<file path="src/rtl/dma_mem_arbiter.sv">
// Shares one memory-controller port between NUM_REQ DMA requesters, with independent round-robin read/write
// arbitration and in-order read-tag return. Define DMA_MEM_ARB_STRICT_PRIO_EN for fixed lowest-index-wins priority.
module dma_mem_arbiter #(
   parameter int NUM_REQ    = 2,
   parameter int ADDR_WIDTH = 24,
   parameter int DATA_WIDTH = 64,
   parameter int TAG_DEPTH  = 4
) (
   input  logic                             clk,
   input  logic                             reset_poweron,
   input  logic [NUM_REQ-1:0]               req__arb__read_valid,
   input  logic [NUM_REQ*ADDR_WIDTH-1:0]    req__arb__read_address,
   output logic [NUM_REQ-1:0]               arb__req__read_ready,
   input  logic [NUM_REQ-1:0]               req__arb__read_pause,
   output logic [DATA_WIDTH-1:0]            arb__req__read_data,
   output logic [NUM_REQ-1:0]               arb__req__read_data_valid,
   input  logic [NUM_REQ-1:0]               req__arb__write_valid,
   input  logic [NUM_REQ*ADDR_WIDTH-1:0]    req__arb__write_address,
   input  logic [NUM_REQ*DATA_WIDTH-1:0]    req__arb__write_data,
   output logic [NUM_REQ-1:0]               arb__req__write_ready,
   output logic                             arb__memc__read_valid,
   output logic [ADDR_WIDTH-1:0]            arb__memc__read_address,
   input  logic                             memc__arb__read_ready,
   input  logic [DATA_WIDTH-1:0]            memc__arb__read_data,
   input  logic                             memc__arb__read_data_valid,
   output logic                             arb__memc__read_pause,
   output logic                             arb__memc__write_valid,
   output logic [ADDR_WIDTH-1:0]            arb__memc__write_address,
   output logic [DATA_WIDTH-1:0]            arb__memc__write_data,
   input  logic                             memc__arb__write_ready,
   output logic                             arb__sys__error
);

   localparam int IDX_W  = (NUM_REQ > 1) ? $clog2(NUM_REQ) : 1;
   localparam int TPTR_W = (TAG_DEPTH > 1) ? $clog2(TAG_DEPTH) : 1;
   localparam int TCNT_W = $clog2(TAG_DEPTH + 1);
   localparam logic [TCNT_W-1:0] TAG_FULL = TCNT_W'(TAG_DEPTH);

   typedef enum logic [0:0] {CMD_EMPTY = 1'b0, CMD_HOLD = 1'b1} cmd_state_t;

   // Returns {found, index} of the first valid requester at or after start, wrapping.
   function automatic logic [IDX_W:0] pick(input logic [NUM_REQ-1:0] valid, input logic [IDX_W-1:0] start);
      logic             found;
      logic [IDX_W-1:0] idx;
      int               cand;
      found = 1'b0;
      idx   = '0;
      for (int k = 0; k < NUM_REQ; k++) begin
         cand = (int'(start) + k) % NUM_REQ;
         if (!found && valid[cand]) begin
            found = 1'b1;
            idx   = IDX_W'(cand);
         end else begin
            found = found;
         end
      end
      return {found, idx};
   endfunction

   cmd_state_t              rd_state_r, rd_state_s, wr_state_r, wr_state_s;
   logic [ADDR_WIDTH-1:0]   rd_addr_r, wr_addr_r;
   logic [DATA_WIDTH-1:0]   wr_data_r;
   logic [IDX_W-1:0]        rd_start_s, wr_start_s, rd_win_s, wr_win_s;
   logic                    rd_found_s, wr_found_s;
   logic                    rd_free_s, wr_free_s, rd_accept_s, wr_accept_s;
   logic [IDX_W-1:0]        tag_mem_r [TAG_DEPTH];
   logic [TPTR_W-1:0]       tag_wr_r, tag_rd_r;
   logic [TCNT_W-1:0]       tag_cnt_r;
   logic                    tag_empty_s, tag_full_s, tag_pop_s;
   logic [IDX_W-1:0]        tag_head_s;
   logic                    error_r;

`ifdef DMA_MEM_ARB_STRICT_PRIO_EN
   assign rd_start_s = '0;
   assign wr_start_s = '0;
`else
   localparam logic [IDX_W-1:0] LAST_IDX = IDX_W'(NUM_REQ - 1);
   logic [IDX_W-1:0] rd_ptr_r, wr_ptr_r;

   function automatic logic [IDX_W-1:0] next_idx(input logic [IDX_W-1:0] ptr);
      return (ptr == LAST_IDX) ? IDX_W'(0) : ptr + 1'b1;
   endfunction

   assign rd_start_s = next_idx(rd_ptr_r);
   assign wr_start_s = next_idx(wr_ptr_r);

   // Round-robin pointers remember the last accepted winner of each channel.
   always_ff @(posedge clk or posedge reset_poweron) begin
      if (reset_poweron) begin
         rd_ptr_r <= LAST_IDX;
         wr_ptr_r <= LAST_IDX;
      end else begin
         rd_ptr_r <= rd_accept_s ? rd_win_s : rd_ptr_r;
         wr_ptr_r <= wr_accept_s ? wr_win_s : wr_ptr_r;
      end
   end
`endif

   assign {rd_found_s, rd_win_s} = pick(req__arb__read_valid, rd_start_s);
   assign {wr_found_s, wr_win_s} = pick(req__arb__write_valid, wr_start_s);

   assign tag_empty_s = (tag_cnt_r == TCNT_W'(0));
   assign tag_full_s  = (tag_cnt_r == TAG_FULL);
   assign tag_pop_s   = memc__arb__read_data_valid && !tag_empty_s;
   assign tag_head_s  = tag_mem_r[tag_rd_r];

   assign rd_free_s   = (rd_state_r == CMD_EMPTY) || memc__arb__read_ready;
   assign wr_free_s   = (wr_state_r == CMD_EMPTY) || memc__arb__write_ready;
   // A full tag FIFO still takes a read when a return pops the head in the same cycle.
   assign rd_accept_s = !reset_poweron && rd_found_s && rd_free_s && (!tag_full_s || tag_pop_s);
   assign wr_accept_s = !reset_poweron && wr_found_s && wr_free_s;

   // Command-stage state registers for both channels.
   always_ff @(posedge clk or posedge reset_poweron) begin
      if (reset_poweron) begin
         rd_state_r <= CMD_EMPTY;
         wr_state_r <= CMD_EMPTY;
      end else begin
         rd_state_r <= rd_state_s;
         wr_state_r <= wr_state_s;
      end
   end

   // Next-state logic: a held command drains on memc ready unless a new one replaces it.
   always_comb begin
      rd_state_s = rd_state_r;
      wr_state_s = wr_state_r;
      case (rd_state_r)
         CMD_EMPTY: rd_state_s = rd_accept_s ? CMD_HOLD : CMD_EMPTY;
         CMD_HOLD:  rd_state_s = (rd_accept_s || !memc__arb__read_ready) ? CMD_HOLD : CMD_EMPTY;
         default:   rd_state_s = CMD_EMPTY;
      endcase
      case (wr_state_r)
         CMD_EMPTY: wr_state_s = wr_accept_s ? CMD_HOLD : CMD_EMPTY;
         CMD_HOLD:  wr_state_s = (wr_accept_s || !memc__arb__write_ready) ? CMD_HOLD : CMD_EMPTY;
         default:   wr_state_s = CMD_EMPTY;
      endcase
   end

   // Command payload registers load the winner's address and data on acceptance.
   always_ff @(posedge clk or posedge reset_poweron) begin
      if (reset_poweron) begin
         rd_addr_r <= '0;
         wr_addr_r <= '0;
         wr_data_r <= '0;
      end else begin
         if (rd_accept_s) begin
            rd_addr_r <= req__arb__read_address[int'(rd_win_s)*ADDR_WIDTH +: ADDR_WIDTH];
         end else begin
            rd_addr_r <= rd_addr_r;
         end
         if (wr_accept_s) begin
            wr_addr_r <= req__arb__write_address[int'(wr_win_s)*ADDR_WIDTH +: ADDR_WIDTH];
            wr_data_r <= req__arb__write_data[int'(wr_win_s)*DATA_WIDTH +: DATA_WIDTH];
         end else begin
            wr_addr_r <= wr_addr_r;
            wr_data_r <= wr_data_r;
         end
      end
   end

   // Tag storage holds requester indices of outstanding reads, oldest at tag_rd_r.
   always_ff @(posedge clk) begin
      if (rd_accept_s) begin
         tag_mem_r[tag_wr_r] <= rd_win_s;
      end else begin
         tag_mem_r[tag_wr_r] <= tag_mem_r[tag_wr_r];
      end
   end

   // Tag FIFO pointers and occupancy.
   always_ff @(posedge clk or posedge reset_poweron) begin
      if (reset_poweron) begin
         tag_wr_r  <= '0;
         tag_rd_r  <= '0;
         tag_cnt_r <= '0;
      end else begin
         tag_wr_r <= rd_accept_s ? tag_wr_r + 1'b1 : tag_wr_r;
         tag_rd_r <= tag_pop_s ? tag_rd_r + 1'b1 : tag_rd_r;
         case ({rd_accept_s, tag_pop_s})
            2'b10:   tag_cnt_r <= tag_cnt_r + 1'b1;
            2'b01:   tag_cnt_r <= tag_cnt_r - 1'b1;
            default: tag_cnt_r <= tag_cnt_r;
         endcase
      end
   end

   // Sticky error on returned data with no outstanding read.
   always_ff @(posedge clk or posedge reset_poweron) begin
      if (reset_poweron) begin
         error_r <= 1'b0;
      end else if (memc__arb__read_data_valid && tag_empty_s) begin
         error_r <= 1'b1;
      end else begin
         error_r <= error_r;
      end
   end

   // Read-channel outputs: command decode, grant strobe and return steering.
   always_comb begin
      arb__req__read_ready      = '0;
      arb__req__read_data_valid = '0;
      arb__memc__read_pause     = 1'b0;
      arb__memc__read_valid     = (rd_state_r == CMD_HOLD);
      arb__memc__read_address   = rd_addr_r;
      arb__req__read_data       = memc__arb__read_data;
      if (rd_accept_s) begin
         arb__req__read_ready[rd_win_s] = 1'b1;
      end else begin
         arb__req__read_ready = '0;
      end
      if (tag_pop_s) begin
         arb__req__read_data_valid[tag_head_s] = 1'b1;
      end else begin
         arb__req__read_data_valid = '0;
      end
      if (!tag_empty_s) begin
         arb__memc__read_pause = req__arb__read_pause[tag_head_s];
      end else begin
         arb__memc__read_pause = 1'b0;
      end
   end

   // Write-channel outputs and error flag.
   always_comb begin
      arb__req__write_ready    = '0;
      arb__memc__write_valid   = (wr_state_r == CMD_HOLD);
      arb__memc__write_address = wr_addr_r;
      arb__memc__write_data    = wr_data_r;
      arb__sys__error          = error_r;
      if (wr_accept_s) begin
         arb__req__write_ready[wr_win_s] = 1'b1;
      end else begin
         arb__req__write_ready = '0;
      end
   end

endmodule

</file>
<file path="config.mk">
export PLATFORM = sky130hd
export DESIGN_NAME = dma_mem_arbiter
export DESIGN_NICKNAME = d
export VERILOG_FILES = /design/src/rtl/dma_mem_arbiter.sv
export SDC_FILE = /design/constraint.sdc
export NUM_CORES = 1
export LEC_CHECK = 0
export ABC_AREA = 1
export CAP_MARGIN = 20
export CELL_PAD_IN_SITES_DETAIL_PLACEMENT = 0
export CELL_PAD_IN_SITES_GLOBAL_PLACEMENT = 1
export CORE_AREA = 2 2 186 188
export CTS_CLUSTER_SIZE = 12
export DETAILED_ROUTE_END_ITERATION = 16
export DIE_AREA = 0 0 188 190
export PLACE_DENSITY_LB_ADDON = 0.1
export SLEW_MARGIN = 20
export SYNTH_ARGS = -nofsm -noshare
export SYNTH_HDL_FRONTEND = slang
export SYNTH_SLANG_ARGS = --single-unit
</file>
<file path="constraint.sdc">
create_clock -name clk -period 5.4 [get_ports clk]
set_clock_uncertainty 0.05 [all_clocks]
set_input_delay 1.08 -clock clk [delete_from_list [all_inputs] [get_ports clk]]
set_output_delay 1.08 -clock clk [all_outputs]
set_load 0.01 [all_outputs]
</file>
==> flow_metrics.env <==
export IMPL_critPathSlowestCell="clkdlybuf4s50_1"
export IMPL_diodes=0
export IMPL_antenna_found_initial=2
export IMPL_synth_seq_area_share=0.523
export IMPL_synth_cell_type_count=25
export IMPL_clockBufferDepth=2
export IMPL_synthTopCellsByCount="nand2_1 (363), dfrtp_1 (122), nand3_1 (118)"
export IMPL_p_int_w=0.00270
export IMPL_slew_headroom=0.329
export IMPL_syn_cell_area_mm2=0.00617
export IMPL_rows=68
export IMPL_synth_largest_area_cell="dfrtp_1"
export IMPL_cts_buffers=17
export IMPL_status="finished clean"
export IMPL_power_density_mw_per_mm2=376
export IMPL_tightest_slew_ns=1.01
export IMPL_worstPathArrival_ns=3.19
export IMPL_root_buffer="clkbuf_16"
export IMPL_fillers=3581
export IMPL_async_flop_share=0.969
export IMPL_insertion_delay_ns=0.43
export IMPL_design_die_area_mm2=0.0357
export IMPL_final_net_count=1353
export IMPL_drc=0
export IMPL_worstSetupStartpointType="input port"
export IMPL_synth_edf_count=4
export IMPL_swShare=0.309
export IMPL_grt_pass1_wl_mm=38.7
export IMPL_switchingPower_w=0.00121
export IMPL_avgViaCountPerCell=3.89
export IMPL_gp_congestion=0.743
export IMPL_cts_sinks=128
export IMPL_cts_repair_resized=0
export IMPL_die_x_um=188
export IMPL_critPathMaxFanout=19
export IMPL_initial_utilization=0.182
export IMPL_yosys_warnings=0
export IMPL_avgRoutedWirePerCell_um=17.1
export IMPL_cts_reportedPaths_clkPinSlew_ns=0.06
export IMPL_highest_layer="met5"
export IMPL_htreeDepth=4
export IMPL_cpPeakStageDelay_ns=0.65
export IMPL_gr_total_overflow=0
export IMPL_endpoint_kind="output pin"
export IMPL_wl_met2_mm=11.8
export IMPL_fmax_mhz=232
export IMPL_maxCapViolCount=0
export IMPL_area_delta_synth_final_pct=68.6
export IMPL_synth_top_cell_area_share=0.495
export IMPL_netlist_instances=762
export IMPL_ir_worst_vdd_v=0.000195
export IMPL_ys_top_cells_by_area="dfrtp_1 (50%), nand2_1 (22%), nand3_1 (9.6%)"
export IMPL_clockPowerShare=0.337
export IMPL_ios=485
export IMPL_critPathKind="in -> out"
export IMPL_port_buffers=356
export IMPL_min_path_type="reg -> reg"
export IMPL_fin_tns_setup_ns=0
export IMPL_synth_fp_nets=1066
export IMPL_rsz0062_at_grt="false"
export IMPL_grt_start_max_net_pins=81
export IMPL_cts_tree="yes"
export IMPL_drtIter0Drc=189
export IMPL_met3WireLength_mm=2.47
export IMPL_setup_violations=0
export IMPL_path_cells="clkdlybuf4s50_1 > inv_6 > o211ai_1 > a21oi_4 > clkdlybuf4s50_1"
export IMPL_firstDrtPassIters=6
export IMPL_timing_hold_violations_final=0
export IMPL_cts_setup_buffers=0
export IMPL_synth_ff_type="dfrtp_1"
export IMPL_wirelength_mm=26.0
export IMPL_leakage_nw=4.50
export IMPL_vias=5907
export IMPL_ys_ff_latch=128
export IMPL_critical_path_required_ns=4.27
export IMPL_drtAntennaViolNets=0
export IMPL_die_y_um=190
export IMPL_drive_gt1_frac=0.0499
export IMPL_grt_pass1_vias=6174
export IMPL_finalHoldWorstSlack_ns=0.443
export IMPL_hold_buffers=0
export IMPL_power_frac_seq=0.344
export IMPL_hpwl_mm=18.4
export IMPL_maxSlewViolCount=0
export IMPL_syn_area_per_cell_um2=8.09
export IMPL_critPathMostFrequentCell="clkdlybuf4s50_1"
export IMPL_total_power_w=0.00390
export IMPL_power_frac_comb=0.319
export IMPL_m1WireLength_mm=11.3
export IMPL_period_needed_ns=4.32
export IMPL_finalCritPeriodShare=0.800
export IMPL_core_mm2=0.0339
export IMPL_grt_total_usage=0.145
export IMPL_yosysMostFrequentCell="nand2_1"
worst max-delay path, delay by kind of cell:
kind | cells | cell delay (ns)
buffers and inverters | 3 | 1.39
AOI/OAI and AO/OA | 2 | 0.71
metal layers:
metal  GRT usage  up-vias
met2       0.227      249
met3      0.0600       41
met5           0        -
met1       0.179     2707
met4      0.0466        2
li1            -     2908
worst paths after layout:
check / start / end / slack, ns / depth (start not counted)
hold reg to reg: arb__memc__write_data[18] / arb__memc__write_data[18] / 0.44 / 2
setup reg to reg: arb__memc__write_valid / arb__memc__write_data[14] / 2.97 / 8
setup / recovery: reset_poweron / arb__req__write_ready[0] / 1.08 / 5
hold / removal: arb__memc__write_data[18] / arb__memc__write_data[18] / 0.44 / 2
min in group asynchronous: reset_poweron / arb__memc__read_valid / 0.97 / 2
max in group asynchronous: reset_poweron / arb__memc__write_data[61] / 2.91 / 4
flip-flops by register name (all words and copies together), names as in the netlist:
name and flops:
arb__memc__write_data 64, arb__memc__read_address 24, arb__memc__write_address 24, tag_mem_r 4, tag_cnt_r 3, tag_rd_r 2
tag_wr_r 2, arb__memc__read_valid 1, arb__memc__write_valid 1, arb__sys__error 1, rd_ptr_r 1, wr_ptr_r 1
per-stage QoR:
step                      utilization  std cells  instance area (um^2)  setup slack, ns
final                           0.306       1517                 10400             1.08
after detailed placement        0.287       1484                  9730             1.06
after CTS                       0.306       1516                 10400             1.05
after global placement          0.287       1484                  9730             1.12
after floorplan                     -        762                  6170            0.790
after global routing            0.306       1517                 10400            0.999
layout make-up:
| cell class | instances | area (um^2) | share of cell area |
|---|---|---|---|
| Inverter | 16 | 65.1 | 0.00626 |
| Clock inverter | 11 | 178 | 0.0171 |
| Timing Repair Buffer | 367 | 3650 | 0.351 |
| Tap cell | 455 | 569 | 0.0548 |
| Clock buffer | 21 | 470 | 0.0452 |
| Multi-Input combinational cell | 519 | 2240 | 0.215 |
| Sequential cell | 128 | 3230 | 0.310 |
logic make-up after synthesis:
family | count (synthesis) | synth area share
buffers and inverters | 115 | 0.115
adder cells (fa/ha/maj) | 5 | 0.0114
XOR/XNOR | 3 | 0.00426
flip-flops | 128 | 0.523
AO/OA/AOI/OAI | 12 | 0.0132
AND/OR/NAND/NOR | 499 | 0.333
layout by cell type, fill, tap and decap left out:
master	netlist	routed
ha_1	4	4
o21ai_0	4	4
nor2_1	12	12
dfstp_2	2	2
clkinv_4	0	2
dfrtp_1	122	122
inv_1	15	15
clkbuf_8	0	3
xor2_1	3	3
fa_1	1	1
clkbuf_16	0	17
o21ai_4	1	1
clkdlybuf4s50_1	0	356
edfxtp_1	4	4
nor2_2	2	2
nor2_4	3	3
nand3_1	118	118
buf_8	0	1
o211ai_1	1	1
a21oi_4	0	1
nand4_1	1	1
a21oi_1	4	4
clkinvlp_4	0	3
clkbuf_1	13	1
a31o_2	1	1
inv_6	0	3
bufinv_16	0	4
buf_4	67	10
nand2_1	363	363
power by group through the flow:
stage          Clock, W  Combinational (W)  Sequential, W
5_1_grt         0.00141            0.00137        0.00138
6_report        0.00132            0.00125        0.00134
4_1_cts         0.00137            0.00128        0.00135
3_5_place_dp          0            0.00127        0.00136
2_1_floorplan         0           0.000454        0.00144
3_3_place_gp          0            0.00129        0.00136
Power figures use the tool's default switching activity.
